`config.mk`:
```
export PLATFORM = sky130hd
export DESIGN_NAME = jacobi_convergence_monitor
export DESIGN_NICKNAME = d
export VERILOG_FILES = /design/src/rtl/jacobi_convergence_monitor.sv
export SDC_FILE = /design/constraint.sdc
export NUM_CORES = 1
export LEC_CHECK = 0
export BUFFER_PORTS_ARGS = -buffer_cell sky130_fd_sc_hd__buf_4
export CORE_MARGIN = 4
export CORE_UTILIZATION = 30
export DETAILED_ROUTE_END_ITERATION = 6
export SYNTH_ARGS = -nofsm -noshare
export SYNTH_HDL_FRONTEND = slang
export SYNTH_SLANG_ARGS = --single-unit
```
`constraint.sdc`:
```
create_clock -name clk -period 5.14 [get_ports clk]
set_input_delay 1.542 -clock clk [delete_from_list [all_inputs] [get_ports clk]]
set_output_delay 1.542 -clock clk [all_outputs]
set_load 0.05 [all_outputs]
```
`src/rtl/jacobi_convergence_monitor.sv`:
```
`timescale 1ns/1ps
// jacobi_convergence_monitor
//
// Watches the per-element differences (x_new - x_old) coming out of the FP
// subtract stage. For every sweep of VECTOR_LEN elements it keeps the largest
// |difference|, then in a single DECIDE cycle compares that maximum against the
// tolerance. The iteration controller sees one of three outcomes: a sweep_done
// pulse (keep iterating), converged, or timeout after MAX_ITER sweeps.
//
// state   | meaning
// --------+-----------------------------------------------------------
// IDLE    | cleared, waiting for start
// COLLECT | accepting elements, tracking max |diff| and NaNs
// DECIDE  | one cycle: tolerance compare, iteration count, next step
// DONE    | converged or timed out, outputs frozen until start drops
//
// Ports:
//   clk, rst             clock, asynchronous active-high reset
//   start                level enable; low clears everything synchronously
//   diff_in/diff_valid   IEEE-754 single difference and its qualifier
//   tolerance            IEEE-754 single threshold (sign ignored), read in DECIDE
//   max_abs_diff         max |diff| of the current/final sweep
//   sweep_done           one-cycle pulse after each non-final sweep
//   done/converged/timeout  final outcome levels
//   nan_seen             NaN seen in the current sweep
//   overrun              element arrived while in DECIDE or DONE (sticky)
//   iteration_count      completed sweeps
//   busy                 COLLECT or DECIDE
module jacobi_convergence_monitor #(
    parameter int VECTOR_LEN = 8,
    parameter int ITER_W     = 16,
    parameter int MAX_ITER   = 1000
) (
    input  logic              clk,
    input  logic              rst,
    input  logic              start,
    input  logic [31:0]       diff_in,
    input  logic              diff_valid,
    input  logic [31:0]       tolerance,
    output logic [31:0]       max_abs_diff,
    output logic              sweep_done,
    output logic              done,
    output logic              converged,
    output logic              timeout,
    output logic              nan_seen,
    output logic              overrun,
    output logic [ITER_W-1:0] iteration_count,
    output logic              busy
);

    localparam int CNT_W = $clog2(VECTOR_LEN);
    localparam logic [CNT_W-1:0]  LAST_ELEM = CNT_W'(VECTOR_LEN - 1);
    localparam logic [ITER_W-1:0] ITER_LIM  = ITER_W'(MAX_ITER);

    typedef enum logic [1:0] {
        S_IDLE,
        S_COLLECT,
        S_DECIDE,
        S_DONE
    } state_t;

    state_t            state;
    logic [CNT_W-1:0]  elem_cnt;
    logic [30:0]       max_mag;

    logic [30:0]       diff_mag;
    logic              diff_is_nan;
    logic              conv_now;
    logic [ITER_W-1:0] iter_next;
    logic              unused_sign_bits;

    // Sign bits never matter: magnitudes only. Dropping bit 31 also folds -0 into +0.
    assign diff_mag         = diff_in[30:0];
    assign diff_is_nan      = (&diff_in[30:23]) && (|diff_in[22:0]);
    assign unused_sign_bits = diff_in[31] ^ tolerance[31];

    // For non-NaN positive IEEE values, the unsigned order of bits [30:0]
    // equals the numeric order, so no FP comparator is needed.
    assign conv_now  = !nan_seen && (max_mag <= tolerance[30:0]);
    assign iter_next = iteration_count + 1'b1;

    assign max_abs_diff = {1'b0, max_mag};
    assign busy         = (state == S_COLLECT) || (state == S_DECIDE);

    always_ff @(posedge clk or posedge rst) begin
        if (rst) begin
            state           <= S_IDLE;
            elem_cnt        <= '0;
            max_mag         <= '0;
            sweep_done      <= 1'b0;
            done            <= 1'b0;
            converged       <= 1'b0;
            timeout         <= 1'b0;
            nan_seen        <= 1'b0;
            overrun         <= 1'b0;
            iteration_count <= '0;
        end else if (!start) begin
            state           <= S_IDLE;
            elem_cnt        <= '0;
            max_mag         <= '0;
            sweep_done      <= 1'b0;
            done            <= 1'b0;
            converged       <= 1'b0;
            timeout         <= 1'b0;
            nan_seen        <= 1'b0;
            overrun         <= 1'b0;
            iteration_count <= '0;
        end else begin
            sweep_done <= 1'b0;
            case (state)
                S_IDLE: begin
                    state <= S_COLLECT;
                end

                S_COLLECT: begin
                    if (diff_valid) begin
                        if (diff_is_nan) begin
                            nan_seen <= 1'b1;
                        end else if (diff_mag > max_mag) begin
                            max_mag <= diff_mag;
                        end
                        if (elem_cnt == LAST_ELEM) begin
                            elem_cnt <= '0;
                            state    <= S_DECIDE;
                        end else begin
                            elem_cnt <= elem_cnt + 1'b1;
                        end
                    end
                end

                S_DECIDE: begin
                    iteration_count <= iter_next;
                    if (diff_valid) begin
                        overrun <= 1'b1;
                    end
                    if (conv_now) begin
                        converged <= 1'b1;
                        done      <= 1'b1;
                        state     <= S_DONE;
                    end else if (iter_next == ITER_LIM) begin
                        timeout <= 1'b1;
                        done    <= 1'b1;
                        state   <= S_DONE;
                    end else begin
                        sweep_done <= 1'b1;
                        max_mag    <= '0;
                        nan_seen   <= 1'b0;
                        state      <= S_COLLECT;
                    end
                end

                S_DONE: begin
                    if (diff_valid) begin
                        overrun <= 1'b1;
                    end
                end

                default: begin
                    state <= S_IDLE;
                end
            endcase
        end
    end

endmodule
```
==> flow_summary.ini, run 1 <==
[clock_network]
cts_setup_buffers = 0
cts_max_level = 3
clk_pin_slew_ns = 0.06
cts_hold_buffers = 0
clk_latency_ns = 0.34
clock-sinks = 58
numCtsBuffers = 9
clock-root-buffer = clkbuf_16
post_cts_resize_count = 0
cts_tree = yes
max-clock-path-buffers = 2

[synth]
yosysWarningCount = 0
ys_ff_latch = 58
syn_nets = 719
synthCells = 581
ys_async_sr_fraction = 1.00
synth_top_area_share = 0.280
synth_edf_count = 0
synth-main-ff-cell = dfrtp_1
ys_top_cells_by_area = dfrtp_1 28%, ha_1 17%, o221ai_2 9.0%
synthesis.area_mm2 = 0.00518
ys_types = 63
avgSynthCellArea_um2 = 8.92
synth.most_common_cell = inv_1
synth_seq_area_share = 0.280
yosys-top-cells-count = 100 x inv_1, 70 x ha_1, 58 x dfrtp_1
yosysTopAreaCell = dfrtp_1

[worst_hold_path]
min_to = overrun$_DFFE_PP0P_
worstHoldStart = overrun$_DFFE_PP0P_
holdPathStages = 1
hold_path_class = reg2reg

[global_routing]
grt_pass1_vias = 4497
gr-total-overflow = 0
grtUsageTotal = 0.151
grt_pass1_wl_um = 23800
grt_max_degree = 82
antenna_found_initial = 0

[worst_setup_path]
cp.arrival_ns = 4.27
endpoint_kind = flop
worstPathMaxFanout = 32
crit_type = in2reg
crit_required_ns = 5.40
r2r_start = max_mag[21]$_DFFE_PP0P_
r2r_slack_ns = 1.94
startpoint_type = input pin
r2r_cells = 10
r2r_end = max_mag[13]$_DFFE_PP0P_

[floorplan]
core_region_area_mm2 = 0.0168
start_util = 0.309
num_io_pins = 123
rows = 47
die_w_um = 139
die_height_um = 139
dieArea_mm2 = 0.0194

[routing]
vias_per_cell = 5.03
first_pass_iters = 4
vias = 4579
ant_nets = 0
drt_iter0_drc = 226
wl_um = 14500
remaining_drc_errors = 0
avgRoutedWirePerCell_um = 15.9

[placement]
io_buffer_count = 119
gp_congestion = 0.754
preCtsSetupSlack_ns = 0.724
hpwlAfterDp_um = 10800

[power]
cellPowerDensity_mw_per_mm2 = 307
ir_drop_uv = 170
p_leak_nw = 3.09

[sta]
timing.final.max_slew_violations = 0
setup_viol = 0
finalSetupTns_ns = 0
rsz0062_at_grt = no
timing.final.crit_period_ns = 4.01
hold_viol_final = 0
post-route-period-util = 0.781
max_freq_mhz = 249
tightest_slew_ns = 0.842
whs_ns = 0.510
final.setup_skew_ns = 0.00665
relSlewSlack = 0.438
worst_slack_ns = 1.13

[layout]
nNetsFinal = 823
antenna_cells = 0
area_growth_pct = 25.6
drive_above_1_share = 0.265

[status]
status = completed

[run]
drv_cap = 0
==> worst max-delay path, stage by stage <==
cell and delay (ns):
buf_4 0.13, ha_1 0.33, nand4_2 0.15, nor4_2 0.38, o31a_1 0.24, o41ai_1 0.07
a31o_2 0.51, or3b_1 0.46, buf_4 0.25, o221ai_2 0.19
==> area by class of cell <==
| class | count | area, um2 |
|---|---|---|
| clock buffers | 9 | 225 |
| clock inverters | 7 | 118 |
| fillers | 1722 | 10200 |
| inverters | 101 | 379 |
| multi-input cells | 390 | 3110 |
| flip-flops and latches | 58 | 1450 |
| well taps | 220 | 275 |
| repair buffers | 125 | 951 |
==> logic make-up after synthesis <==
group,Yosys count,synth area share
other cells,1,0.000724
xor+xnor,16,0.0270
mux,1,0.00193
buf+inv,133,0.120
flops,58,0.280
fa+ha+maj,70,0.169
simple gates,193,0.211
compound gates,109,0.191
==> power breakdown <==
| part | internal (mW) | total, mW | switching, mW | leakage [nW] |
|---|---|---|---|---|
| registers | 0.503 | 0.568 | 0.0646 | 0.802 |
| logic | 0.248 | 0.722 | 0.473 | 2.13 |
| clock network | 0.472 | 0.711 | 0.238 | 0.158 |
| total | 1.22 | 2.00 | 0.776 | 3.09 |
==> how the worst max path moves through the flow <==
stage	end	start	slack [ns]
3_3_place_gp	max_mag[14]$_DFFE_PP0P_	diff_in[21]	0.77
2_1_floorplan	max_mag[1]$_DFFE_PP0P_	diff_in[21]	1.52
3_5_place_dp	max_mag[22]$_DFFE_PP0P_	diff_in[26]	0.72
6_report	max_mag[13]$_DFFE_PP0P_	diff_in[21]	1.13
4_1_cts	max_mag[22]$_DFFE_PP0P_	diff_in[25]	1.07
5_1_grt	max_mag[20]$_DFFE_PP0P_	diff_in[21]	0.92
==> per-stage QoR <==
stage                     power, mW  cells   util  area, um2
after global routing           2.13    910  0.388       6510
after CTS                      2.03    910  0.388       6510
after global placement         1.30    894  0.368       6170
after detailed placement       1.30    894  0.368       6170
after floorplan                1.08    581      -       5180
final                          2.00    910  0.388       6510
==> cell usage in the layout (no fill, tap or decap), types with 9 or more instances in the layout <==
master,count
o221ai_2,31
inv_1,99
nand2_1,34
ha_1,70
nand3_1,40
nor3_1,10
nor2_1,11
nand4_1,48
and2_1,16
clkbuf_16,9
xnor2_1,13
dfrtp_1,58
a21oi_1,25
buf_4,124
==> state kept, by name, indices dropped and copies added, names as in the netlist <==
signal and flops:
max_mag 31, iteration_count 16, elem_cnt 3, state 2, converged 1, done 1, nan_seen 1, overrun 1
sweep_done 1, timeout 1
==> layer usage <==
| metal | part of all wire | vias up | track usage |
|---|---|---|---|
| met5 | 0 | - | 0 |
| met4 | 0.019 | 0 | 0.0494 |
| met3 | 0.054 | 20 | 0.0460 |
| met2 | 0.46 | 91 | 0.237 |
| met1 | 0.47 | 2164 | 0.198 |
| li1 | - | 2304 | - |
Power figures use the tool's default switching activity.
==> run 2, diff against run 1 <==
==> constraint.sdc (replaced) <==
create_clock -name clk -period 3.78 [get_ports clk]
set_input_delay 1.134 -clock clk [delete_from_list [all_inputs] [get_ports clk]]
set_output_delay 1.134 -clock clk [all_outputs]
set_load 0.05 [all_outputs]
==> flow_summary.ini, run 2 (same netlist as run 1, synthesis figures left out) <==
[status]
status = completed

[placement]
preCtsSetupSlack_ns = 0.249
gp_congestion = 0.760
placed_area_mm2 = 0.00620
dp_cells = 899
hpwlAfterDp_um = 10800
io_buffer_count = 119

[global_routing]
gr-total-overflow = 0
grt_pass1_vias = 4578
grt_max_degree = 49
grtUsageTotal = 0.149
grt_pass1_wl_um = 23800
antenna_found_initial = 0

[clock_network]
numCtsBuffers = 9
clock-root-buffer = clkbuf_16
max-clock-path-buffers = 2
clk_latency_ns = 0.34
clock-sinks = 58
cts_hold_buffers = 0
post_cts_resize_count = 0
clk_pin_slew_ns = 0.06
cts_setup_buffers = 0
cts_max_level = 3
cts_tree = yes

[worst_setup_path]
cp.buffers_inverters = 2
crit_path_top_delay_cell = nor4_2
cp_top_family = simple AND/OR/NAND/NOR gates
cp.arrival_ns = 3.46
crit_chain = buf_4 > ha_1 > nand4_2 > nor4_2 > o31a_1 > o41ai_1 > a31o_2 > or3b_1 > buf_4 > o221ai_2
worstPathMaxFanout = 16
startpoint_type = input pin
crit_type = in2reg
startpoint = diff_in[21]
endpoint_kind = flop
r2r_start = max_mag[21]$_DFFE_PP0P_
slowest_delay_ns = 0.40
cp_common_cell = buf_4
crit_required_ns = 4.04

[power]
power_frac_comb = 0.378
p_seq_frac = 0.296
p_leak_nw = 3.10
p_sw_frac = 0.408
p_int_mw = 1.54
p_sw_mw = 1.06
ir_drop_uv = 215
power_frac_clock = 0.325
cellPowerDensity_mw_per_mm2 = 399

[worst_hold_path]
hold_path_class = reg2reg
worstHoldStart = timeout$_DFFE_PP0P_

[layout]
drive_above_1_share = 0.271
utilization = 0.388
mostFrequentLayoutCells = 129 x buf_4, 99 x inv_1, 70 x ha_1
layoutNonFillerInstCount = 915
largest_register_ffs = 31
final_common_cell = buf_4
design_area_mm2 = 0.00651
area_growth_pct = 25.6
nNetsFinal = 828
regMostFlops = max_mag
largestRegisters = max_mag x31, iteration_count x16, elem_cnt x3
antenna_cells = 0

[routing]
drt_iter0_drc = 254
remaining_drc_errors = 0
wl_um = 14300
vias_per_cell = 5.02
ant_nets = 0
vias = 4594
avgRoutedWirePerCell_um = 15.7
first_pass_iters = 6

[floorplan]
num_io_pins = 123
core_region_area_mm2 = 0.0168
dieArea_mm2 = 0.0194
rows = 47
die_height_um = 139
die_w_um = 139
start_util = 0.309

[sta]
post-route-period-util = 0.849
timing.final.crit_period_ns = 3.21
setup_viol = 0
timing.final.max_slew_violations = 0
relSlewSlack = 0.564
worst_slack_ns = 0.572
max_freq_mhz = 312
finalSetupTns_ns = 0
rsz0062_at_grt = no
tightest_slew_ns = 0.654
final.setup_skew_ns = 0.00918
hold_viol_final = 0

[run]
drv_cap = 0
-- run 2: cell types whose count changed in the layout (fill, tap and decap cells not counted) --
cell       previous run  this run
buf_4               124       129
bufinv_16             3         1
clkinv_2              1         0
clkinv_4              0         2
inv_6                 0         1
-- run 2: worst paths after layout --
kind,to,slack (ns),depth (start not counted)
setup / recovery,max_mag[27]$_DFFE_PP0P_,0.57,10
hold / removal,timeout$_DFFE_PP0P_,0.50,1
setup reg to reg,max_mag[27]$_DFFE_PP0P_,0.99,10
hold reg to reg,timeout$_DFFE_PP0P_,0.50,1
max in group asynchronous,max_mag[3]$_DFFE_PP0P_,2.44,3
min in group asynchronous,max_mag[28]$_DFFE_PP0P_,0.69,2
-- run 2: metrics by stage --
stage          hold slack (ns)  total power [mW]
4_1_cts                  0.512              2.64
6_report                 0.503              2.60
3_5_place_dp             0.485              1.77
3_3_place_gp             0.478              1.77
5_1_grt                  0.524              2.77
2_1_floorplan            0.514              1.48
-- run 2: final cells by class --
| type | count | area (um2) |
|---|---|---|
| timing repair buffer | 130 | 988 |
| multi-input combinational | 390 | 3110 |
| inverter | 101 | 379 |
| clock inverter | 7 | 78.8 |
| sequential | 58 | 1450 |
| clock buffer | 9 | 225 |
| tap | 220 | 275 |
| fill | 1714 | 10300 |
-- run 2: metal layers --
layer	wire, um	vias up	share of wire	GRT usage
li1	-	2321	-	-
met1	6700	2152	0.47	0.200
met2	6600	107	0.46	0.237
met3	827	14	0.058	0.0419
met4	198	0	0.014	0.0396
met5	0	-	0	0
-- run 2: power by group through the flow --
stage,combinational [mW],clock [mW],sequential (mW)
5_1_grt,1.09,0.892,0.784
3_5_place_dp,0.993,0,0.782
4_1_cts,0.997,0.873,0.771
2_1_floorplan,0.537,0,0.938
3_3_place_gp,0.988,0,0.780
6_report,0.983,0.846,0.770
==> run 3, diff against run 2 <==
==> constraint.sdc (replaced) <==
create_clock -name clk -period 2.69 [get_ports clk]
set_input_delay 0.807 -clock clk [delete_from_list [all_inputs] [get_ports clk]]
set_output_delay 0.807 -clock clk [all_outputs]
set_load 0.05 [all_outputs]
==> flow_summary.ini, run 3 (same netlist as run 1, synthesis figures left out) <==
[status]
status = finished with violations
violations = negative setup slack

[floorplan]
die_w_um = 139
dieArea_mm2 = 0.0194
num_io_pins = 123
core_region_area_mm2 = 0.0168
rows = 47
die_height_um = 139
start_util = 0.309

[global_routing]
grt_pass1_vias = 5013
gr-total-overflow = 0
grtUsageTotal = 0.161
antenna_found_initial = 0
grt_max_degree = 60
grt_pass1_wl_um = 25700

[placement]
hpwlAfterDp_um = 11800
io_buffer_count = 119
placed_area_mm2 = 0.00694
dp_cells = 976
gp_congestion = 0.820

[worst_setup_path]
slowest_delay_ns = 0.45
cp.arrival_ns = 2.98
startpoint_type = input pin
crit_path_top_delay_cell = or3b_4
worstPathMaxFanout = 6
crit_required_ns = 2.94
cp_top_family = simple AND/OR/NAND/NOR gates
crit_chain = buf_8 > ha_4 > nand4_1 > nor4_4 > o31a_1 > o41ai_2 > a31o_2 > or3b_4 > buf_12 > o221ai_4
endpoint_kind = flop
r2r_start = max_mag[16]$_DFFE_PP0P_
cp.buffers_inverters = 2
r2r_cells = 10
r2r_end = max_mag[7]$_DFFE_PP0P_
crit_type = in2reg
r2r_slack_ns = 0.01

[clock_network]
clock-root-buffer = clkbuf_16
clock-sinks = 58
max-clock-path-buffers = 2
cts_tree = yes
clk_latency_ns = 0.34
numCtsBuffers = 9
cts_hold_buffers = 0
clk_pin_slew_ns = 0.05
cts_max_level = 3

[sta]
timing.final.max_slew_violations = 0
whs_ns = 0.506
post-route-period-util = 1.02
tightest_slew_ns = 0.554
final.setup_skew_ns = 0.0103
setup_viol = 30
relSlewSlack = 0.630
hold_viol_final = 0
timing.final.crit_period_ns = 2.73
worst_slack_ns = -0.0424
max_freq_mhz = 366
rsz0062_at_grt = yes

[layout]
area_growth_pct = 45.1
filler_cell_count = 1652
final_common_cell = buf_4
layoutNonFillerInstCount = 995
utilization = 0.449
drive_above_1_share = 0.382
antenna_cells = 0
largest_register_ffs = 31
nNetsFinal = 909
mostFrequentLayoutCells = 192 x buf_4, 99 x inv_1, 57 x ha_1
regMostFlops = max_mag
design_area_mm2 = 0.00752
largestRegisters = max_mag x31, iteration_count x16, elem_cnt x3

[routing]
avgRoutedWirePerCell_um = 16.0
vias = 4987
ant_nets = 0
remaining_drc_errors = 0
first_pass_iters = 5
drt_iter0_drc = 324
wl_um = 15900
vias_per_cell = 5.01

[worst_hold_path]
hold_path_class = reg2reg
min_to = timeout$_DFFE_PP0P_
worstHoldStart = timeout$_DFFE_PP0P_
holdPathStages = 1

[power]
p_leak_nw = 3.59
ir_drop_uv = 326
finalPower_mw = 3.96
cellPowerDensity_mw_per_mm2 = 526

[run]
drv_cap = 0
## run 3: cell types whose count changed in the layout (fill, tap and decap cells not counted), sizes merged
cell	change
clkbuf	+5
clkinvlp	-3
buf	+79
inv	-1
## run 3: report_power, final
| part | internal [mW] | leakage (nW) | switching (mW) |
|---|---|---|---|
| Sequential | 0.965 | 0.787 | 0.0773 |
| Clock | 0.734 | 0.142 | 0.408 |
| Combinational | 0.721 | 2.67 | 1.05 |
| Total | 2.42 | 3.59 | 1.54 |
## run 3: how the worst max path moves through the flow
stage	cells past startpoint	from	to
2_1_floorplan	10	diff_in[16]	max_mag[7]$_DFFE_PP0P_
3_3_place_gp	9	diff_in[26]	max_mag[17]$_DFFE_PP0P_
3_5_place_dp	10	diff_in[16]	max_mag[23]$_DFFE_PP0P_
4_1_cts	10	diff_in[14]	max_mag[23]$_DFFE_PP0P_
5_1_grt	10	diff_in[16]	max_mag[7]$_DFFE_PP0P_
6_report	10	diff_in[16]	max_mag[7]$_DFFE_PP0P_
## run 3: repair_timing
action	4_1_cts	5_1_grt
endpoints found under the setup margin	31	36
gates cloned	0	2
pin swaps	4	8
gates resized for setup	11	25
buffers inserted	0	2
## run 3: cell type report
| type | instances | area [um2] | area share |
|---|---|---|---|
| well taps | 220 | 275 | 0.0366 |
| clock inverters | 3 | 40.0 | 0.00533 |
| inverters | 101 | 379 | 0.0504 |
| repair buffers | 211 | 1750 | 0.232 |
| flip-flops and latches | 58 | 1460 | 0.195 |
| multi-input cells | 390 | 3370 | 0.448 |
| clock buffers | 12 | 246 | 0.0328 |
## run 3: worst reg2reg max path: cells and delay by family (launching register included)
kind                       cells  cell delay, ns
DFF                            1            0.42
AOI/OAI and AO/OA              4            0.69
buffers and inverters          2            0.27
and+or+nand+nor                3            0.95
adders and majority gates      1            0.27
## run 3: metal layers
layer  vias up  global-route usage  share of wire
li1       2475                   -              -
met1      2371               0.216           0.46
met2       120               0.260           0.48
met3        21              0.0388          0.054
met4         0              0.0412          0.012
met5         -                   0              0
## run 3: per-stage QoR
| stage | TNS (ns) | setup WS, ns |
|---|---|---|
| global route | -2.82 | -0.123 |
| global placement | -14.40 | -0.431 |
| floorplan | -2.82 | -0.0979 |
| finish | -0.690 | -0.0424 |
| CTS | 0 | 0.00834 |
| detailed placement | -15.50 | -0.490 |
